--- config.mk ---
export PLATFORM = sky130hd
export DESIGN_NAME = mem_port_arbiter_flat
export DESIGN_NICKNAME = d
export VERILOG_FILES = /design/src/rtl/mem_port_arbiter_if.sv /design/src/rtl/mem_port_arbiter.sv /design/src/flat_wrapper.sv
export SDC_FILE = /design/constraint.sdc
export NUM_CORES = 1
export LEC_CHECK = 0
export BUFFER_PORTS_ARGS = -buffer_cell sky130_fd_sc_hd__buf_2
export CORE_ASPECT_RATIO = 0.6
export CORE_MARGIN = 3
export CORE_UTILIZATION = 42
export CTS_BUF_LIST = sky130_fd_sc_hd__clkbuf_2 sky130_fd_sc_hd__clkbuf_4 sky130_fd_sc_hd__clkbuf_8
export CTS_CLUSTER_SIZE = 30
export DETAILED_ROUTE_END_ITERATION = 8
export GPL_TIMING_DRIVEN = 0
export PLACE_DENSITY = 0.78
export SYNTH_ARGS = -nofsm -noshare
export SYNTH_HDL_FRONTEND = slang
export SYNTH_SLANG_ARGS = --single-unit
--- constraint.sdc ---
create_clock -name clk -period 1.8 [get_ports clk]
set_input_delay 0.09 -clock clk [delete_from_list [all_inputs] [get_ports clk]]
set_output_delay 0.09 -clock clk [all_outputs]
set_load 0.02 [all_outputs]
--- src/rtl/mem_port_arbiter_if.sv ---
// Bundle of the fetch port, the load/store port and the RAM port seen by mem_port_arbiter.
// The arbiter takes the slave view; requesters and the RAM model take the master view.
interface mem_port_arbiter_if #(
    parameter int unsigned ADDR_W = 20
) ();
    logic              if_req;
    logic [31:0]       if_addr;
    logic [31:0]       if_rdata;
    logic              if_ack;

    logic              mem_req;
    logic              mem_we;
    logic [31:0]       mem_addr;
    logic [3:0]        mem_sel;
    logic [31:0]       mem_wdata;
    logic [31:0]       mem_rdata;
    logic              mem_ack;

    logic              ram_ce;
    logic              ram_we;
    logic [ADDR_W-1:0] ram_addr;
    logic [3:0]        ram_sel;
    logic [31:0]       ram_wdata;
    logic [31:0]       ram_rdata;

    logic              stall_req;

    modport slave (
        input  if_req, if_addr, mem_req, mem_we, mem_addr, mem_sel, mem_wdata, ram_rdata,
        output if_rdata, if_ack, mem_rdata, mem_ack, ram_ce, ram_we, ram_addr, ram_sel,
               ram_wdata, stall_req
    );

    modport master (
        output if_req, if_addr, mem_req, mem_we, mem_addr, mem_sel, mem_wdata, ram_rdata,
        input  if_rdata, if_ack, mem_rdata, mem_ack, ram_ce, ram_we, ram_addr, ram_sel,
               ram_wdata, stall_req
    );
endinterface

--- src/rtl/mem_port_arbiter.sv ---
// Shares one fixed-latency word RAM between instruction fetch and load/store.
// MEM has fixed priority; each access holds ram_ce for ACCESS_CYCLES, then acks for one cycle.
module mem_port_arbiter #(
    parameter int unsigned ADDR_W        = 20,
    parameter int unsigned ACCESS_CYCLES = 2
) (
    input  logic                clk,
    input  logic                rst,
    mem_port_arbiter_if.slave   bus
);
    typedef enum logic [1:0] {StIdle, StAccMem, StAccIf, StAck} state_e;

    localparam logic [3:0] LastCnt = 4'(ACCESS_CYCLES - 1);

    state_e            state_q, state_d;
    logic [3:0]        cnt_q, cnt_d;
    logic              ram_ce_q, ram_ce_d;
    logic              ram_we_q, ram_we_d;
    logic [ADDR_W-1:0] ram_addr_q, ram_addr_d;
    logic [3:0]        ram_sel_q, ram_sel_d;
    logic [31:0]       ram_wdata_q, ram_wdata_d;
    logic [31:0]       if_rdata_q, if_rdata_d;
    logic [31:0]       mem_rdata_q, mem_rdata_d;
    logic              if_ack_q, if_ack_d;
    logic              mem_ack_q, mem_ack_d;

    always_ff @(posedge clk or negedge rst) begin
        if (!rst) begin
            state_q     <= StIdle;
            cnt_q       <= 4'd0;
            ram_ce_q    <= 1'b0;
            ram_we_q    <= 1'b0;
            ram_addr_q  <= '0;
            ram_sel_q   <= 4'h0;
            ram_wdata_q <= 32'h0;
            if_rdata_q  <= 32'h0;
            mem_rdata_q <= 32'h0;
            if_ack_q    <= 1'b0;
            mem_ack_q   <= 1'b0;
        end else begin
            state_q     <= state_d;
            cnt_q       <= cnt_d;
            ram_ce_q    <= ram_ce_d;
            ram_we_q    <= ram_we_d;
            ram_addr_q  <= ram_addr_d;
            ram_sel_q   <= ram_sel_d;
            ram_wdata_q <= ram_wdata_d;
            if_rdata_q  <= if_rdata_d;
            mem_rdata_q <= mem_rdata_d;
            if_ack_q    <= if_ack_d;
            mem_ack_q   <= mem_ack_d;
        end
    end

    always_comb begin
        state_d     = state_q;
        cnt_d       = cnt_q;
        ram_ce_d    = ram_ce_q;
        ram_we_d    = ram_we_q;
        ram_addr_d  = ram_addr_q;
        ram_sel_d   = ram_sel_q;
        ram_wdata_d = ram_wdata_q;
        if_rdata_d  = if_rdata_q;
        mem_rdata_d = mem_rdata_q;
        if_ack_d    = 1'b0;
        mem_ack_d   = 1'b0;

        unique case (state_q)
            StIdle: begin
                cnt_d = 4'd0;
                if (bus.mem_req) begin
                    state_d     = StAccMem;
                    ram_ce_d    = 1'b1;
                    ram_we_d    = bus.mem_we;
                    ram_addr_d  = bus.mem_addr[ADDR_W+1:2];
                    ram_sel_d   = bus.mem_sel;
                    ram_wdata_d = bus.mem_wdata;
                end else if (bus.if_req) begin
                    state_d    = StAccIf;
                    ram_ce_d   = 1'b1;
                    ram_we_d   = 1'b0;
                    ram_addr_d = bus.if_addr[ADDR_W+1:2];
                    ram_sel_d  = 4'hF;
                end
            end
            StAccMem, StAccIf: begin
                if (cnt_q == LastCnt) begin
                    state_d  = StAck;
                    cnt_d    = 4'd0;
                    ram_ce_d = 1'b0;
                    ram_we_d = 1'b0;
                    if (state_q == StAccMem) begin
                        mem_ack_d = 1'b1;
                        // Stores leave the last load value visible.
                        if (!ram_we_q) begin
                            mem_rdata_d = bus.ram_rdata;
                        end
                    end else begin
                        if_ack_d   = 1'b1;
                        if_rdata_d = bus.ram_rdata;
                    end
                end else begin
                    cnt_d = cnt_q + 4'd1;
                end
            end
            StAck: begin
                // No grant here, so a requester dropping after its ack is never re-served.
                state_d = StIdle;
                cnt_d   = 4'd0;
            end
            default: begin
                state_d = StIdle;
            end
        endcase
    end

    assign bus.ram_ce    = ram_ce_q;
    assign bus.ram_we    = ram_we_q;
    assign bus.ram_addr  = ram_addr_q;
    assign bus.ram_sel   = ram_sel_q;
    assign bus.ram_wdata = ram_wdata_q;
    assign bus.if_rdata  = if_rdata_q;
    assign bus.mem_rdata = mem_rdata_q;
    assign bus.if_ack    = if_ack_q;
    assign bus.mem_ack   = mem_ack_q;
    assign bus.stall_req = (bus.if_req & ~if_ack_q) | (bus.mem_req & ~mem_ack_q);
endmodule

--- src/flat_wrapper.sv ---
// flat-port wrapper written by rule: the top's interface ports become plain ports
module mem_port_arbiter_flat 
#(
    parameter int unsigned ADDR_W        = 20,
    parameter int unsigned ACCESS_CYCLES = 2
)
  (clk, rst, bus_if_req, bus_if_addr, bus_mem_req, bus_mem_we, bus_mem_addr, bus_mem_sel, bus_mem_wdata, bus_ram_rdata, bus_if_rdata, bus_if_ack, bus_mem_rdata, bus_mem_ack, bus_ram_ce, bus_ram_we, bus_ram_addr, bus_ram_sel, bus_ram_wdata, bus_stall_req);
  mem_port_arbiter_if #(.ADDR_W(ADDR_W)) bus_i ();
  input  logic clk;
  input  logic rst;
  input wire logic [$bits(bus_i.if_req)-1:0] bus_if_req;
  input wire logic [$bits(bus_i.if_addr)-1:0] bus_if_addr;
  input wire logic [$bits(bus_i.mem_req)-1:0] bus_mem_req;
  input wire logic [$bits(bus_i.mem_we)-1:0] bus_mem_we;
  input wire logic [$bits(bus_i.mem_addr)-1:0] bus_mem_addr;
  input wire logic [$bits(bus_i.mem_sel)-1:0] bus_mem_sel;
  input wire logic [$bits(bus_i.mem_wdata)-1:0] bus_mem_wdata;
  input wire logic [$bits(bus_i.ram_rdata)-1:0] bus_ram_rdata;
  output wire logic [$bits(bus_i.if_rdata)-1:0] bus_if_rdata;
  output wire logic [$bits(bus_i.if_ack)-1:0] bus_if_ack;
  output wire logic [$bits(bus_i.mem_rdata)-1:0] bus_mem_rdata;
  output wire logic [$bits(bus_i.mem_ack)-1:0] bus_mem_ack;
  output wire logic [$bits(bus_i.ram_ce)-1:0] bus_ram_ce;
  output wire logic [$bits(bus_i.ram_we)-1:0] bus_ram_we;
  output wire logic [$bits(bus_i.ram_addr)-1:0] bus_ram_addr;
  output wire logic [$bits(bus_i.ram_sel)-1:0] bus_ram_sel;
  output wire logic [$bits(bus_i.ram_wdata)-1:0] bus_ram_wdata;
  output wire logic [$bits(bus_i.stall_req)-1:0] bus_stall_req;
  assign bus_i.if_req = bus_if_req;
  assign bus_i.if_addr = bus_if_addr;
  assign bus_i.mem_req = bus_mem_req;
  assign bus_i.mem_we = bus_mem_we;
  assign bus_i.mem_addr = bus_mem_addr;
  assign bus_i.mem_sel = bus_mem_sel;
  assign bus_i.mem_wdata = bus_mem_wdata;
  assign bus_i.ram_rdata = bus_ram_rdata;
  assign bus_if_rdata = bus_i.if_rdata;
  assign bus_if_ack = bus_i.if_ack;
  assign bus_mem_rdata = bus_i.mem_rdata;
  assign bus_mem_ack = bus_i.mem_ack;
  assign bus_ram_ce = bus_i.ram_ce;
  assign bus_ram_we = bus_i.ram_we;
  assign bus_ram_addr = bus_i.ram_addr;
  assign bus_ram_sel = bus_i.ram_sel;
  assign bus_ram_wdata = bus_i.ram_wdata;
  assign bus_stall_req = bus_i.stall_req;
  mem_port_arbiter #(.ADDR_W(ADDR_W), .ACCESS_CYCLES(ACCESS_CYCLES)) u_core (.clk(clk), .rst(rst), .bus(bus_i));
endmodule
# After elaboration in Yosys (flattened, before gate mapping)
# Index checks and enable logic that the tools add are counted.
[classes] add_sub_neg=1 n_eq_ne=6 n_mux=23 bitwise=7 reduce_logical=11
[ops] cell="two-way mux 20 bit" n=2
[ops] cell="two-way mux 4 bit" n=3
[ops] cell="two-way mux 1 bit" n=11
[ops] cell="one-hot mux 4 bit (2 select lines)" n=1
[ops] cell="two-way mux 2 bit" n=3
[ops] cell="one-hot mux 2 bit (3 select lines)" n=1
[ops] cell="AND reduction 2 bit" n=3
[ops] cell="AND reduction 3 bit" n=2
[ops] cell="adder 4 x 1 -> 4 bit (second input constant)" n=1
[ops] cell="equality test 2 bit (second input constant)" n=2
[ops] cell="equality test 4 x 1 -> 1 bit (second input constant)" n=1
[ops] cell="inverter 1 bit" n=4
[ops] cell="one-hot mux 1 bit (2 select lines)" n=2
[ops] cell="AND reduction 4 bit" n=1
[ops] cell="nonzero test 2 bit" n=2
[ops] cell="OR reduction 2 bit" n=2
[ops] cell="!= test 3 bit (second input constant)" n=1
[ops] cell="bitwise AND 1 bit" n=2
[ops] cell="equality test 2 x 1 -> 1 bit (second input constant)" n=1
[ops] cell="zero test 2 bit" n=1
[ops] cell="!= test 2 x 1 -> 1 bit (second input constant)" n=1
[ops] cell="bitwise OR 1 bit" n=1
[totals] ff_bits=130 inputBits=137 out_inout_bits=125 wordCells=59

# Logic depth before layout (Yosys ltp)
[depth] ltp_word=4 mapped_depth=7

# Worst setup path before layout
# Ideal clock, no wire load.
[synth_timing] path_kind="reg2reg" startpoint="reg u_core.cnt_q[1]" endpoint="reg u_core.mem_rdata_q[20], in the netlist u_core.bus.mem_rdata[20]" setup_ps=125 arrival_ps=1805 required_ps=1675 path_slack_ps=-130 path_stages_with_launch=8 n_path_buf=2 period_less_slack_ps=1930 path_cell_list="dfrtp_1 -> inv_1 -> ha_1 -> or3b_1 -> buf_4 -> nor3_4 -> buf_6 -> mux2_2"
[synth_via] elab_chain_cells=2
[synth_rtl] element="start, declared" line_no="mem_port_arbiter.sv:16" text="logic [3:0] cnt_q, cnt_d;"
[synth_rtl] element="start signal, assigned" line_no="mem_port_arbiter.sv:42" text="cnt_q <= cnt_d;"
[synth_rtl] element="equality test 4 x 1 -> 1 bit" line_no="mem_port_arbiter.sv:87" text="if (cnt_q == LastCnt) begin"
[synth_rtl] element="AND reduction 4 bit (no line)"
[synth_rtl] element="end signal, assigned" line_no="mem_port_arbiter.sv:49" text="mem_rdata_q <= mem_rdata_d;"
[synth_rtl] element="end, declared" line_no="mem_port_arbiter.sv:23" text="logic [31:0] mem_rdata_q, mem_rdata_d;"
# No other way between the ends.
# A chain may end at the register's enable or synchronous reset.

# Worst setup path in the final report
[layout_timing] startpoint="reg u_core.state_q[1]" endpoint="reg u_core.mem_rdata_q[11], in the netlist u_core.bus.mem_rdata[11]"
[layout_via] elab_chain_cells=3
[layout_rtl] element="start, declared" line_no="mem_port_arbiter.sv:15" text="state_e state_q, state_d;"
[layout_rtl] element="start signal, assigned" line_no="mem_port_arbiter.sv:29" text="state_q <= StIdle;"
[layout_rtl] element="start signal, assigned" line_no="mem_port_arbiter.sv:41" text="state_q <= state_d;"
[layout_rtl] element="equality test 2 bit or equality test 2 x 1 -> 1 bit (tied branches)" line_no="mem_port_arbiter.sv:68, mem_port_arbiter.sv:92"
[layout_rtl] element="OR reduction 2 bit" line_no="mem_port_arbiter.sv:68" text="unique case (state_q)"
[layout_rtl] element="AND reduction 4 bit (no line) *"
# Every way passes the cells marked *; elsewhere a longest branch is shown, timed or not.

==> summary.txt <==
STA
  – Period utilization: 110.1%
  – Period minus WS final: between 1.5 and 2 ns
  – Max_slew headroom: approximately two thirds
  – Clock skew: roughly 0.017 ns
  – Worst slew pin tran: between 0.5 and 0.6 ns
  – RSZ-0062 raised after global routing: true
  – Fin Hold WS: ~0.013 ns
  – Final worst-path setup slack: -0.1825 ns
  – Max Freq: between 500 and 600 MHz
  – Final count of hold timing violations: 0
  – Setup_tns: -7.843 ns
  – Final slew viol count: 0
  – # setup viols final: 64

Layout
  – Layout cells sized above 1: a little over half
  – Ant. Diodes: 0
  – Layout area overhead: 66.63%
  – Register Area: 3253 µm²
  – Util after Layout: 73.95%
  – Non-Filler Instances: between 900 and 1000
  – # nets final: 875
  – Fill cell total of the finished layout: roughly 750
  – Multi-input logic area: 1986 µm²

Clock tree
  – Clk_lat worst skew: around 0.43 ns
  – Clk buf depth: 2
  – Worst-path clk slew: roughly 0.080 ns
  – CTS Root Cell: clkbuf_8
  – CTS tree: yes
  – Clock sinks: 130
  – CTS H-tree depth: 4
  – Inserted Clock Buffers: 17

Logic synthesis
  – Synth top area cells: dfrtp_1, mux2_2, mux2i_1, o21ai_0, nand2_1
  – Top-count cell post-synth: dfrtp_1
  – Synth unique cells: 31
  – Mean post-synth cell area: roughly 15 µm²
  – Synthesized cell area: around 5200 µm²
  – #FFs+latches synth: 130
  – Most area-hungry cell type in the Yosys netlist: dfrtp_1
  – EDFF count, synth: 0
  – Register area share after synthesis: between 60% and 70%
  – Mux share of post-synthesis cell area: ~25%
  – Adder-cell share of the synthesized area: 1.212%
  – Post-synth top area share: 63.00%
  – Commonest cells post-synth: dfrtp_1, mux2_2, nand2_1
  – Number of synthesis warnings: 0
  – Simple-Gate Fraction of Synth Area: under 10%
  – Synth Area in Compound Gates: under 10%
  – Synth Area in XOR/XNOR: less than 1%
  – Post-Synthesis Net Count: 496
  – Most common flop cell mapped by yosys: dfrtp_1
  – Fraction of registers with async set/reset: 100.0%
  – Largest family of logic cells by synthesized area: multiplexers
  – Gate Count Post-Synth: 354

Power
  – Power, Total: around 0.015 W
  – Combinational power share: approximately half
  – Seq pwr share: 34.9%
  – Switching Fraction: approximately two fifths
  – Switch Pwr: 0.005934 W
  – Cell Pwr Density: around 1700 nW/µm²
  – Peak supply drop: between 1000 and 1500 µV
  – Pleak: ~4.3 nW
  – Internal power: ~0.0089 W
  – Clock power frac: 16.8%

Setup path
  – Most frequent CP cell: buf_12
  – Critical path, cell by cell: inv_1 > ha_2 > nand2_1 > nor3_4 > buf_12 > buf_12 > mux2_2
  – Worst Path Required: around 2.1 ns
  – Critical R2R Launch: u_core.state_q[1]
  – Critical path fanouts, max: 8
  – Arrival @ worst endpoint: roughly 2.3 ns
  – WS Path Type: reg2reg
  – Top delay family on crit path: buffers and inverters
  – Worst setup EP type: register
  – R2R Path End: u_core.bus.mem_rdata[11]
  – Setup slack, reg-to-reg: -0.18 ns
  – Critical Path Max Stage Delay: 0.39 ns
  – Critical path buffers and inverters: 3
  – FF-to-FF path depth: 7
  – Slowest-stage cell, CP: ha_2
  – Critical Path Start Type: register

Placed design
  – Port Buf Inserts: between 200 and 250
  – Final Wtd Congestion: a little under 0.8
  – DP HPWL: between 9000 and 10000 µm
  – Dpl cells: approximately 750

Worst hold path
  – Hold wc startpoint: bus_if_addr[3]
  – Hold path endpoint: u_core.bus.ram_addr[1]
  – Hold crit path type: in2reg
  – Worst hold stages: 3

Floorplanning
  – # IOs: between 200 and 300
  – Die H: 91.89 µm
  – Die Wd: 149.1 µm
  – Die Footprint: around 14000 µm²
  – Area of the core: between 10000 and 15000 µm²
  – Initial Util: about 44%
  – Site Rows: 30

GRT
  – Vias in the first global route: around 4900
  – Initial antenna violation count: 0
  – GRT Resource Usage Total: 23.54%
  – First-pass GRT wire length: between 20000 and 30000 µm
  – GRT overflow: 0
  – Largest net degree at the start of global routing: 75

Drt
  – Vias per inst: around 4.9
  – Drt first pass iters: 6
  – DRC: 0
  – Starting DRT DRC Count: 179
  – ANT nets after route: 0
  – Final WL: around 17000 µm
  – Wire length per cell: ~18 µm
  – Vias: 4480

Job
  – Max cap viols: 0

Status
  – Violations in the final reports: negative setup slack
  – Status: finished with violations
==> layout by cell type, fill, tap and decap left out, drive strengths merged <==
master       synthesis  final
o21a                 2      2
o21ai               23     23
and3                 1      1
dfrtp              130    130
a32oi                1      1
nand3                2      2
buf                 12    263
nor3b                1      1
o221a                2      2
ha                   5      5
nand2               24     24
a211o                1      1
xnor2                1      1
clkbuf               6     26
clkinv               0      7
clkinvlp             0      2
mux2i               20     20
nor3                 2      2
a21o                 1      1
nor2                 6      6
xor2                 1      1
mux2                96     96
bufinv               0      2
o22a                 4      4
o22ai                1      1
inv                  7     10
nand2b               3      3
a21oi                1      1
or3b                 1      1
dlygate4sd3          0    107
==> final cells by class <==
class / instances / share of cell area, %
plain buffers: 15 / 1.570
clock buffers: 18 / 2.806
clock inverters: 14 / 1.832
inverters: 7 / 0.3054
multi-input cells: 199 / 23.08
flip-flops and latches: 130 / 37.81
well taps: 160 / 2.327
repair buffers: 363 / 30.27
==> flip-flops by register name, indices dropped and copies added (netlist names) <==
register and flops:
u_core.bus.if_rdata 32, u_core.bus.mem_rdata 32, u_core.bus.ram_wdata 32, u_core.bus.ram_addr 20, u_core.bus.ram_sel 4, u_core.cnt_q 4
u_core.state_q 2, u_core.bus.if_ack 1, u_core.bus.mem_ack 1, u_core.bus.ram_ce 1, u_core.bus.ram_we 1
==> worst max-delay path by stage <==
stage / startpoint / to / cells past startpoint
final: u_core.state_q[1] / u_core.bus.mem_rdata[11] / 7
after global routing: u_core.state_q[1] / u_core.bus.mem_rdata[11] / 7
after CTS: u_core.cnt_q[1] / u_core.bus.mem_rdata[19] / 8
after detailed placement: u_core.cnt_q[1] / u_core.bus.if_rdata[29] / 7
after global placement: rst / u_core.bus.ram_addr[1] / 1
after floorplan: u_core.cnt_q[1] / u_core.bus.mem_rdata[20] / 7
==> power by group through the flow <==
| stage | sequential, W | combinational (W) | clock (W) |
|---|---|---|---|
| 6_report | 0.00516 | 0.00716 | 0.00249 |
| 4_1_cts | 0.00507 | 0.00683 | 0.00253 |
| 2_1_floorplan | 0.00673 | 0.00213 | 0 |
| 3_5_place_dp | 0.00509 | 0.00604 | 0 |
| 3_3_place_gp | 0.00499 | 0.00587 | 0 |
| 5_1_grt | 0.00531 | 0.00761 | 0.00266 |
==> through the flow <==
step / worst slack, ns / cell area, µm²
floorplan: -0.07682 / 5171
global placement: -0.9202 / 6553
detailed placement: -0.3488 / 6586
CTS: -0.2166 / 8486
global route: -0.2408 / 8605
finish: -0.1825 / 8605
==> worst register-to-register path, delay by kind of cell (launching register included) <==
| family | cells | cell delay, ns |
|---|---|---|
| buf+inv | 3 | 0.41 |
| fa+ha+maj | 1 | 0.39 |
| flops | 1 | 0.38 |
| mux | 1 | 0.34 |
| simple gates | 2 | 0.34 |
==> layer usage <==
| layer | GRT usage (%) | wire length (µm) |
|---|---|---|
| met1 | 28.65 | 6675 |
| met2 | 40.73 | 8342 |
| met3 | 7.210 | 1312 |
| met4 | 6.550 | 246 |
| met5 | 0 | 0 |
==> logic make-up (layout without fill, tap and decap cells) <==
logic type	Yosys count	after routing
AO/OA/AOI/OAI	36	36
multiplexers	116	116
adder cells (fa/ha/maj)	5	5
AND/OR/NAND/NOR	40	40
XOR/XNOR	2	2
buffers and inverters	25	417
flip-flops	130	130
==> timing repair <==
action                                  in CTS  in global routing
pin swaps                                    1                  1
hold endpoints to repair                   175                  0
endpoints found under the setup margin      95                111
setup buffers                               12                  1
cloned                                       4                  2
hold buffers                               107                  0
gates resized for setup                     52                 32
(Power assumes the default switching activity.)
